### src/rtl/alu_seq_pkg.sv
// alu_seq_pkg: opcodes, FSM states and instruction field positions for alu_seq_issue
package alu_seq_pkg;
   localparam logic [2:0] OP_ADD = 3'd0;
   localparam logic [2:0] OP_SUB = 3'd1;
   localparam logic [2:0] OP_MUL = 3'd2;
   localparam logic [2:0] OP_LSH = 3'd3;
   localparam logic [2:0] OP_RSH = 3'd4;
   localparam logic [2:0] OP_AND = 3'd5;
   localparam logic [2:0] OP_OR  = 3'd6;
   localparam logic [2:0] OP_XOR = 3'd7;
   typedef enum logic [1:0] {IDLE, EXEC, RESP} state_t;
   localparam int OP_MSB      = 15;
   localparam int OP_LSB      = 13;
   localparam int RD_MSB      = 12;
   localparam int RD_LSB      = 11;
   localparam int RS1_MSB     = 10;
   localparam int RS1_LSB     = 9;
   localparam int IMM_SEL_BIT = 8;
   localparam int IMM_MSB     = 7;
   localparam int IMM_LSB     = 0;
   localparam int RS2_MSB     = 1;
   localparam int RS2_LSB     = 0;
endpackage

### src/rtl/alu_seq_regfile.sv
// alu_seq_regfile: 4x8 register file, two read ports, second write port under ALU_SEQ_MULHI_WB_EN
module alu_seq_regfile
   import alu_seq_pkg::*;
#(
   parameter int DATA_W = 8
) (
   input  logic              clk,
   input  logic              rst,
   input  logic [1:0]        ra_addr,
   output logic [DATA_W-1:0] ra_data,
   input  logic [1:0]        rb_addr,
   output logic [DATA_W-1:0] rb_data,
   input  logic              we,
   input  logic [1:0]        waddr,
   input  logic [DATA_W-1:0] wdata
`ifdef ALU_SEQ_MULHI_WB_EN
   ,
   input  logic              we2,
   input  logic [1:0]        waddr2,
   input  logic [DATA_W-1:0] wdata2
`endif
);
   logic [3:0][DATA_W-1:0] regs;
   assign ra_data = regs[ra_addr];
   assign rb_data = regs[rb_addr];
   // write ports; the two addresses never collide since waddr2 is waddr+1
   always_ff @(posedge clk or posedge rst) begin
      if (rst) regs <= '0;
      else begin
         if (we) regs[waddr] <= wdata;
`ifdef ALU_SEQ_MULHI_WB_EN
         if (we2) regs[waddr2] <= wdata2;
`endif
      end
   end
endmodule

### src/rtl/alu_seq_issue.sv
// alu_seq_issue: issue/sequencer front end for the 8-bit ALU; ALU_SEQ_MULHI_WB_EN adds MUL high-byte writeback
module alu_seq_issue
   import alu_seq_pkg::*;
#(
   parameter int DATA_W  = 8,
   parameter int INSTR_W = 16
) (
   input  logic               clk,
   input  logic               rst,
   input  logic               in_valid,
   output logic               in_ready,
   input  logic [INSTR_W-1:0] in_instr,
   output logic [DATA_W-1:0]  alu_a,
   output logic [DATA_W-1:0]  alu_b,
   output logic [2:0]         alu_opcode,
   input  logic [DATA_W-1:0]  alu_y,
   input  logic               alu_carry,
   input  logic [DATA_W-1:0]  alu_mul_hi,
   output logic               res_valid,
   input  logic               res_ready,
   output logic [DATA_W-1:0]  res_data,
   output logic               res_carry,
   output logic [DATA_W-1:0]  res_mul_hi,
   output logic [1:0]         res_rd,
   output logic               busy
);
   state_t            state;
   logic [1:0]        rd_q;
   logic [DATA_W-1:0] rf_a;
   logic [DATA_W-1:0] rf_b;
   logic              is_mul;
   logic              is_logic;
   assign is_mul   = alu_opcode == OP_MUL;
   assign is_logic = alu_opcode == OP_AND || alu_opcode == OP_OR || alu_opcode == OP_XOR;
   alu_seq_regfile #(.DATA_W(DATA_W)) u_rf (
      .clk     (clk),
      .rst     (rst),
      .ra_addr (in_instr[RS1_MSB:RS1_LSB]),
      .ra_data (rf_a),
      .rb_addr (in_instr[RS2_MSB:RS2_LSB]),
      .rb_data (rf_b),
      .we      (state == EXEC),
      .waddr   (rd_q),
      .wdata   (alu_y)
`ifdef ALU_SEQ_MULHI_WB_EN
      ,
      .we2     (state == EXEC && is_mul),
      .waddr2  (rd_q + 2'd1),
      .wdata2  (alu_mul_hi)
`endif
   );
   // issue FSM: latch operands in IDLE, capture ALU outputs in EXEC, hold result in RESP
   always_ff @(posedge clk or posedge rst) begin
      if (rst) begin
         state      <= IDLE;
         in_ready   <= 1'b0;
         busy       <= 1'b0;
         res_valid  <= 1'b0;
         alu_a      <= '0;
         alu_b      <= '0;
         alu_opcode <= '0;
         rd_q       <= '0;
         res_data   <= '0;
         res_carry  <= 1'b0;
         res_mul_hi <= '0;
         res_rd     <= '0;
      end else begin
         case (state)
            IDLE: begin
               in_ready <= 1'b1;
               if (in_valid && in_ready) begin
                  alu_a      <= rf_a;
                  alu_b      <= in_instr[IMM_SEL_BIT] ? in_instr[IMM_MSB:IMM_LSB] : rf_b;
                  alu_opcode <= in_instr[OP_MSB:OP_LSB];
                  rd_q       <= in_instr[RD_MSB:RD_LSB];
                  in_ready   <= 1'b0;
                  busy       <= 1'b1;
                  state      <= EXEC;
               end
            end
            EXEC: begin
               res_data   <= alu_y;
               res_carry  <= is_logic ? 1'b0 : alu_carry;
               res_mul_hi <= is_mul ? alu_mul_hi : '0;
               res_rd     <= rd_q;
               res_valid  <= 1'b1;
               state      <= RESP;
            end
            RESP: begin
               if (res_ready) begin
                  res_valid <= 1'b0;
                  busy      <= 1'b0;
                  in_ready  <= 1'b1;
                  state     <= IDLE;
               end
            end
            default: state <= IDLE;
         endcase
      end
   end
endmodule

### config.mk
export PLATFORM = sky130hd
export DESIGN_NAME = alu_seq_issue
export DESIGN_NICKNAME = d
export VERILOG_FILES = /design/src/rtl/alu_seq_pkg.sv /design/src/rtl/alu_seq_regfile.sv /design/src/rtl/alu_seq_issue.sv
export SDC_FILE = /design/constraint.sdc
export NUM_CORES = 1
export LEC_CHECK = 0
export CAP_MARGIN = 0
export CORE_MARGIN = 4
export CORE_UTILIZATION = 45
export CTS_CLUSTER_DIAMETER = 80
export CTS_CLUSTER_SIZE = 16
export DETAILED_ROUTE_END_ITERATION = 16
export PLACE_DENSITY_LB_ADDON = 0.3
export SETUP_SLACK_MARGIN = 0.5
export SLEW_MARGIN = 15
export SYNTH_ARGS = -nofsm -noshare
export SYNTH_HDL_FRONTEND = slang
export SYNTH_SLANG_ARGS = --single-unit
### constraint.sdc
create_clock -name clk -period 2.7 [get_ports clk]
set_input_delay 0.27 -clock clk [delete_from_list [all_inputs] [get_ports clk]]
set_output_delay 0.27 -clock clk [all_outputs]
set_load 0.05 [all_outputs]
### Yosys cells after proc, flatten, opt, wreduce, memory -nomap -nowiden

Cells that the tools add are included.

* register bits: 77
* bits of input ports: 37

* order comparisons: 4
* equal/unequal tests: 8
* mux-type cells: 20
* reduce and logical (&&, ||, !) cells: 12

Operator list (number)
* $mux W8: 5
* $bmux W8 S2: 2
* $bwmux W32: 1
* $demux W8 S2: 1
* $eq A3 B3 Y1 const B: 3
* $lt A2 B3 Y1 const B: 3
* $reduce_and A2 Y1: 4
* $pmux W1 S2: 3
* $pmux W2 S3: 1
* $mux W1: 5
* $mux W2: 2
* $ne A2 B2 Y1 const B: 2
* $reduce_bool A2 Y1: 2
* $eq A3 B2 Y1 const B: 1
* $reduce_and A3 Y1: 1
* $eq A2 B1 Y1 const B: 1
* $eq A2 B2 Y1 const B: 1
* $ge A2 B1 Y1 const B: 1
* $logic_and A1 B1 Y1: 2
* $logic_not A2 Y1: 1
* $logic_or A1 B1 Y1: 2

### Logic depth before layout (Yosys ltp)

* depth after elaboration: 5
* depth in mapped cells: 5
* gate-level depth less buffers: 3

### Cells and area by module

Synthesis repeated with hierarchy kept, for this count alone.

* cells, all modules: 254
* area, all modules: 3444.6 um^2

By module, submodules not included
* alu_seq_issue: times used 1, cells an instance 165, area an instance 1848.0 um^2, sequential area each 1126.1 um^2
* alu_seq_regfile: times used 1, cells an instance 89, area an instance 1596.5 um^2, sequential area each 800.8 um^2

### Least setup slack after synthesis

No wires, ideal clock.

* path kind: reg2reg
* from: reg in_ready
* to: reg alu_opcode[2]
* arrival time: 1.599 ns
* data required time: 2.575 ns
* slack: 0.976 ns
* stages on the path, launching flop included: 5
* path buffers: 2
* clock period less this slack: 1.724 ns
* path through: dfrtp_1 > and4bb_2 > clkbuf_1 > buf_4 > mux2_2

* longest elaborated chain between the ends: 2

Ends and longest elaborated chain
* start, declared: RTL line alu_seq_issue.sv:11 `output logic in_ready,`
* start signal, assigned: RTL line alu_seq_issue.sv:56 `in_ready <= 1'b0;`
* start signal, assigned: RTL line alu_seq_issue.sv:70 `in_ready <= 1'b1;`
* start signal, assigned: RTL line alu_seq_issue.sv:76 `in_ready <= 1'b0;`
* $logic_and A1 B1 Y1: RTL line alu_seq_issue.sv:71 `if (in_valid && in_ready) begin`
* $reduce_and A2 Y1 (no line)
* end signal, assigned: RTL line alu_seq_issue.sv:74 `alu_opcode <= in_instr[OP_MSB:OP_LSB];`
* end, declared: RTL line alu_seq_issue.sv:15 `output logic [2:0] alu_opcode,`

No other way between the ends.
A chain may end at the register's enable or synchronous reset.

### Worst setup path in the final report

* from: reg state[1]
* to: reg res_mul_hi[7]

* longest elaborated chain between the ends: 1

Ends and longest elaborated chain
* start, declared: RTL line alu_seq_issue.sv:27 `state_t state;`
* start signal, assigned: RTL line alu_seq_issue.sv:55 `state <= IDLE;`
* start signal, assigned: RTL line alu_seq_issue.sv:78 `state <= EXEC;`
* start signal, assigned: RTL line alu_seq_issue.sv:87 `state <= RESP;`
* $eq A2 B1 Y1: RTL line alu_seq_issue.sv:68 `case (state)`
* end signal, assigned: RTL line alu_seq_issue.sv:84 `res_mul_hi <= is_mul ? alu_mul_hi : '0;`
* end, declared: RTL line alu_seq_issue.sv:23 `output logic [DATA_W-1:0] res_mul_hi,`

No other way between the ends.

==> qor.csv <==
stage;metric;value;unit
global_routing;vias in the first global route;2283;
cts;Hold Buf Count CTS;0;
logic_synthesis;YS warnings;0;
detailed_routing;total wire length;7827;um
detailed_routing;Routed Antenna Nets;0;
placed_design;port bufs;77;
timing;Setup TNS;0;ns
placed_design;GP Congestion;0.8008;
die;Die W;94.60;um
setup_path;CP Cell Sequence;nand2b_1, buf_4, nor4b_4, a22o_1;
layout;antenna diode count;0;
placed_design;Place WS;0.5831;ns
logic_synthesis;Synth cell types;30;
cts;Num CTS Buffers;9;
setup_path;CP max FO;18;
timing;Worst-Margin Slew;0.6248;ns
die;Starting Density;0.4652;
status;status;completed;
setup_path;WP data arrival;2.19;ns
logic_synthesis;syn_area_per_cell;14.06;um2
placed_design;Detailed Place HPWL;5508;um
setup_path;CP top delay family;simple AND/OR/NAND/NOR gates;
layout;final instance area;4448;um2
timing;maximum clock rate;526.0;MHz
timing;Tcrit/Tclk final;0.7041;
cts;Clock Sinks;77;
setup_path;CP max stage cell;nor4b_4;
layout;commonest cells after routing, fill and taps aside;dfrtp_1 (77), clkdlybuf4s50_1 (77), mux2_2 (47), nand2_1 (32), mux4_2 (14);
placed_design;Placement Cell Area;4255;um2
timing;fin crit period;1.901;ns
power_and_ir_drop;maximum vdd ir drop;0.0006633;V
detailed_routing;drt drc;0;
setup_path;crit end category;register;
die;# rows;31;
cts;clk root buf;clkbuf_8;
setup_path;Worst Reg-to-Reg Cells;4;
layout;layout cells sized above 1;0.2677;
global_routing;first-pass GRT wire length;12360;um
timing;RSZ-0062 raised after global routing;false;
timing;final setup fails;0;
logic_synthesis;synthesized area;3374;um2
global_routing;GRT overflow;0;
setup_path;max incr delay on CP;0.52;ns
power_and_ir_drop;Pleak;1.888;nW
setup_path;critical path class;reg -> reg;
detailed_routing;1st-iter DRT viols;90;
setup_path;CP Launch Point;state[1];
detailed_routing;WL/cell;18.46;um
timing;Final Worst Setup Slack;0.7989;ns
power_and_ir_drop;overall power;5.906;mW
logic_synthesis;post-synthesis sequential area ratio;0.5710;
die;Die Y;94.60;um
layout;nets;357;
cts;CTS tree;done;
timing;Fin Clk Skew;0.006273;ns
layout;final core utilization;0.6132;
power_and_ir_drop;P per Cell Area;1328;nW/um2
detailed_routing;DR vias/cell;5.314;
die;IO Pins;78;
timing;final hold violations;0;
setup_path;Bufs and invs on worst path;1;
global_routing;Overall Global Routing Usage;0.1877;
detailed_routing;detailed-router iteration count before antenna repair;4;
cts;Post CTS Setup Buffer Count;0;
timing;worst rel slew slack;0.5822;
layout;layout overhead on the synthesized area;31.81;%
detailed_routing;Vias;2253;
logic_synthesis;Mapped Nets;277;
logic_synthesis;Mapped Cells;240;
die;Die Area;8948;um2
cts;Clock Tree Buf Depth;2;
run;max-capacitance violation count;0;
setup_path;Data required, critical path;2.98;ns
setup_path;crit path launch type;register;
die;Core Region;7253;um2
global_routing;initial antenna violation count;0;
timing;Slew Limit Fails;0;
min_path;hold crit path type;in -> async;
cts;clock slew at reported path FFs;0.08;ns
setup_path;R2R Path Start;state[1];
setup_path;critical path depth;4;
logic_synthesis;flops & latches, synth;77;
cts;worst skew pair latency;0.35;ns
cts;H-tree Lvls;3;
global_routing;largest net degree at the start of global routing;65;
layout;Layout fillers;602;
cts;PostCTS Resize Cnt;0;
cells in the mapped netlist:
cell type | number | area share
nor4b_4 | 1 | 0.0070
nand3b_1 | 1 | 0.0022
mux4_2 | 14 | 0.093
buf_1 | 2 | 0.0022
o21a_1 | 1 | 0.0022
a31oi_1 | 2 | 0.0037
clkbuf_2 | 1 | 0.0015
o21ai_0 | 4 | 0.0059
a21o_1 | 1 | 0.0022
nand2_1 | 32 | 0.036
clkbuf_1 | 5 | 0.0056
inv_1 | 2 | 0.0022
or3_1 | 2 | 0.0037
nand3_1 | 3 | 0.0044
and2b_1 | 1 | 0.0022
nor2_1 | 9 | 0.010
a21oi_1 | 7 | 0.010
mux2i_1 | 8 | 0.024
nor2_2 | 1 | 0.0019
dfrtp_1 | 77 | 0.57
and4bb_2 | 1 | 0.0037
mux2_2 | 47 | 0.16
nor3b_4 | 1 | 0.0056
nor3_4 | 1 | 0.0048
or2b_1 | 1 | 0.0022
nand2b_1 | 1 | 0.0019
buf_2 | 2 | 0.0030
buf_6 | 1 | 0.0033
buf_4 | 3 | 0.0067
a22o_1 | 8 | 0.021
sequential cells by signal (all words and copies together), names as in the netlist:
register    count
u_rf.regs      32
alu_a           8
alu_b           8
res_data        8
res_mul_hi      8
alu_opcode      3
rd_q            2
res_rd          2
state           2
busy            1
in_ready        1
res_carry       1
res_valid       1
power breakdown:
group | internal, mW | switching [mW] | total, mW
registers | 1.72 | 0.413 | 2.13
clock network | 0.450 | 0.408 | 0.858
logic | 1.25 | 1.67 | 2.91
total | 3.42 | 2.49 | 5.91
final timing paths:
| path | endpoint | slack [ns] |
|---|---|---|
| min in group clk | res_carry | 0.46 |
| hold reg to reg | res_carry | 0.47 |
| setup reg to reg | res_mul_hi[7] | 0.80 |
| max in group asynchronous | busy | 1.84 |
| hold / removal | res_mul_hi[0] | 0.24 |
| setup / recovery | res_mul_hi[7] | 0.80 |
final cells by class:
type | instances | area, um2 | area share
Clock buffer | 12 | 145.1 | 0.03263
Clock inverter | 4 | 47.55 | 0.01069
Inverter | 2 | 11.26 | 0.002532
Multi-Input combinational cell | 147 | 1365 | 0.3069
Sequential cell | 77 | 1927 | 0.4332
Tap cell | 99 | 123.9 | 0.02785
Timing Repair Buffer | 83 | 828.3 | 0.1862
kinds of logic (layout without fill, tap and decap cells):
logic type	after synthesis	in the layout	share of synthesized area
multiplexers	69	69	0.2740
AO/OA/AOI/OAI	23	23	0.04524
buffers and inverters	16	101	0.02447
AND/OR/NAND/NOR	55	55	0.08528
flip-flops	77	77	0.5710
metal layers:
| metal | track usage | wire (um) | up-vias |
|---|---|---|---|
| met5 | 0 | 0 | - |
| met4 | 0.06130 | 114 | 0 |
| met3 | 0.03665 | 385 | 10 |
| met2 | 0.2985 | 3860 | 53 |
| met1 | 0.2609 | 3467 | 1165 |
| li1 | - | - | 1025 |
through the flow:
step           hold slack, ns  cells
2_1_floorplan          0.3754    240
3_3_place_gp           0.4496    408
3_5_place_dp           0.4609    408
4_1_cts                0.2295    424
5_1_grt                0.2457    424
6_report               0.2354    424
Power figures use the tool's default switching activity.
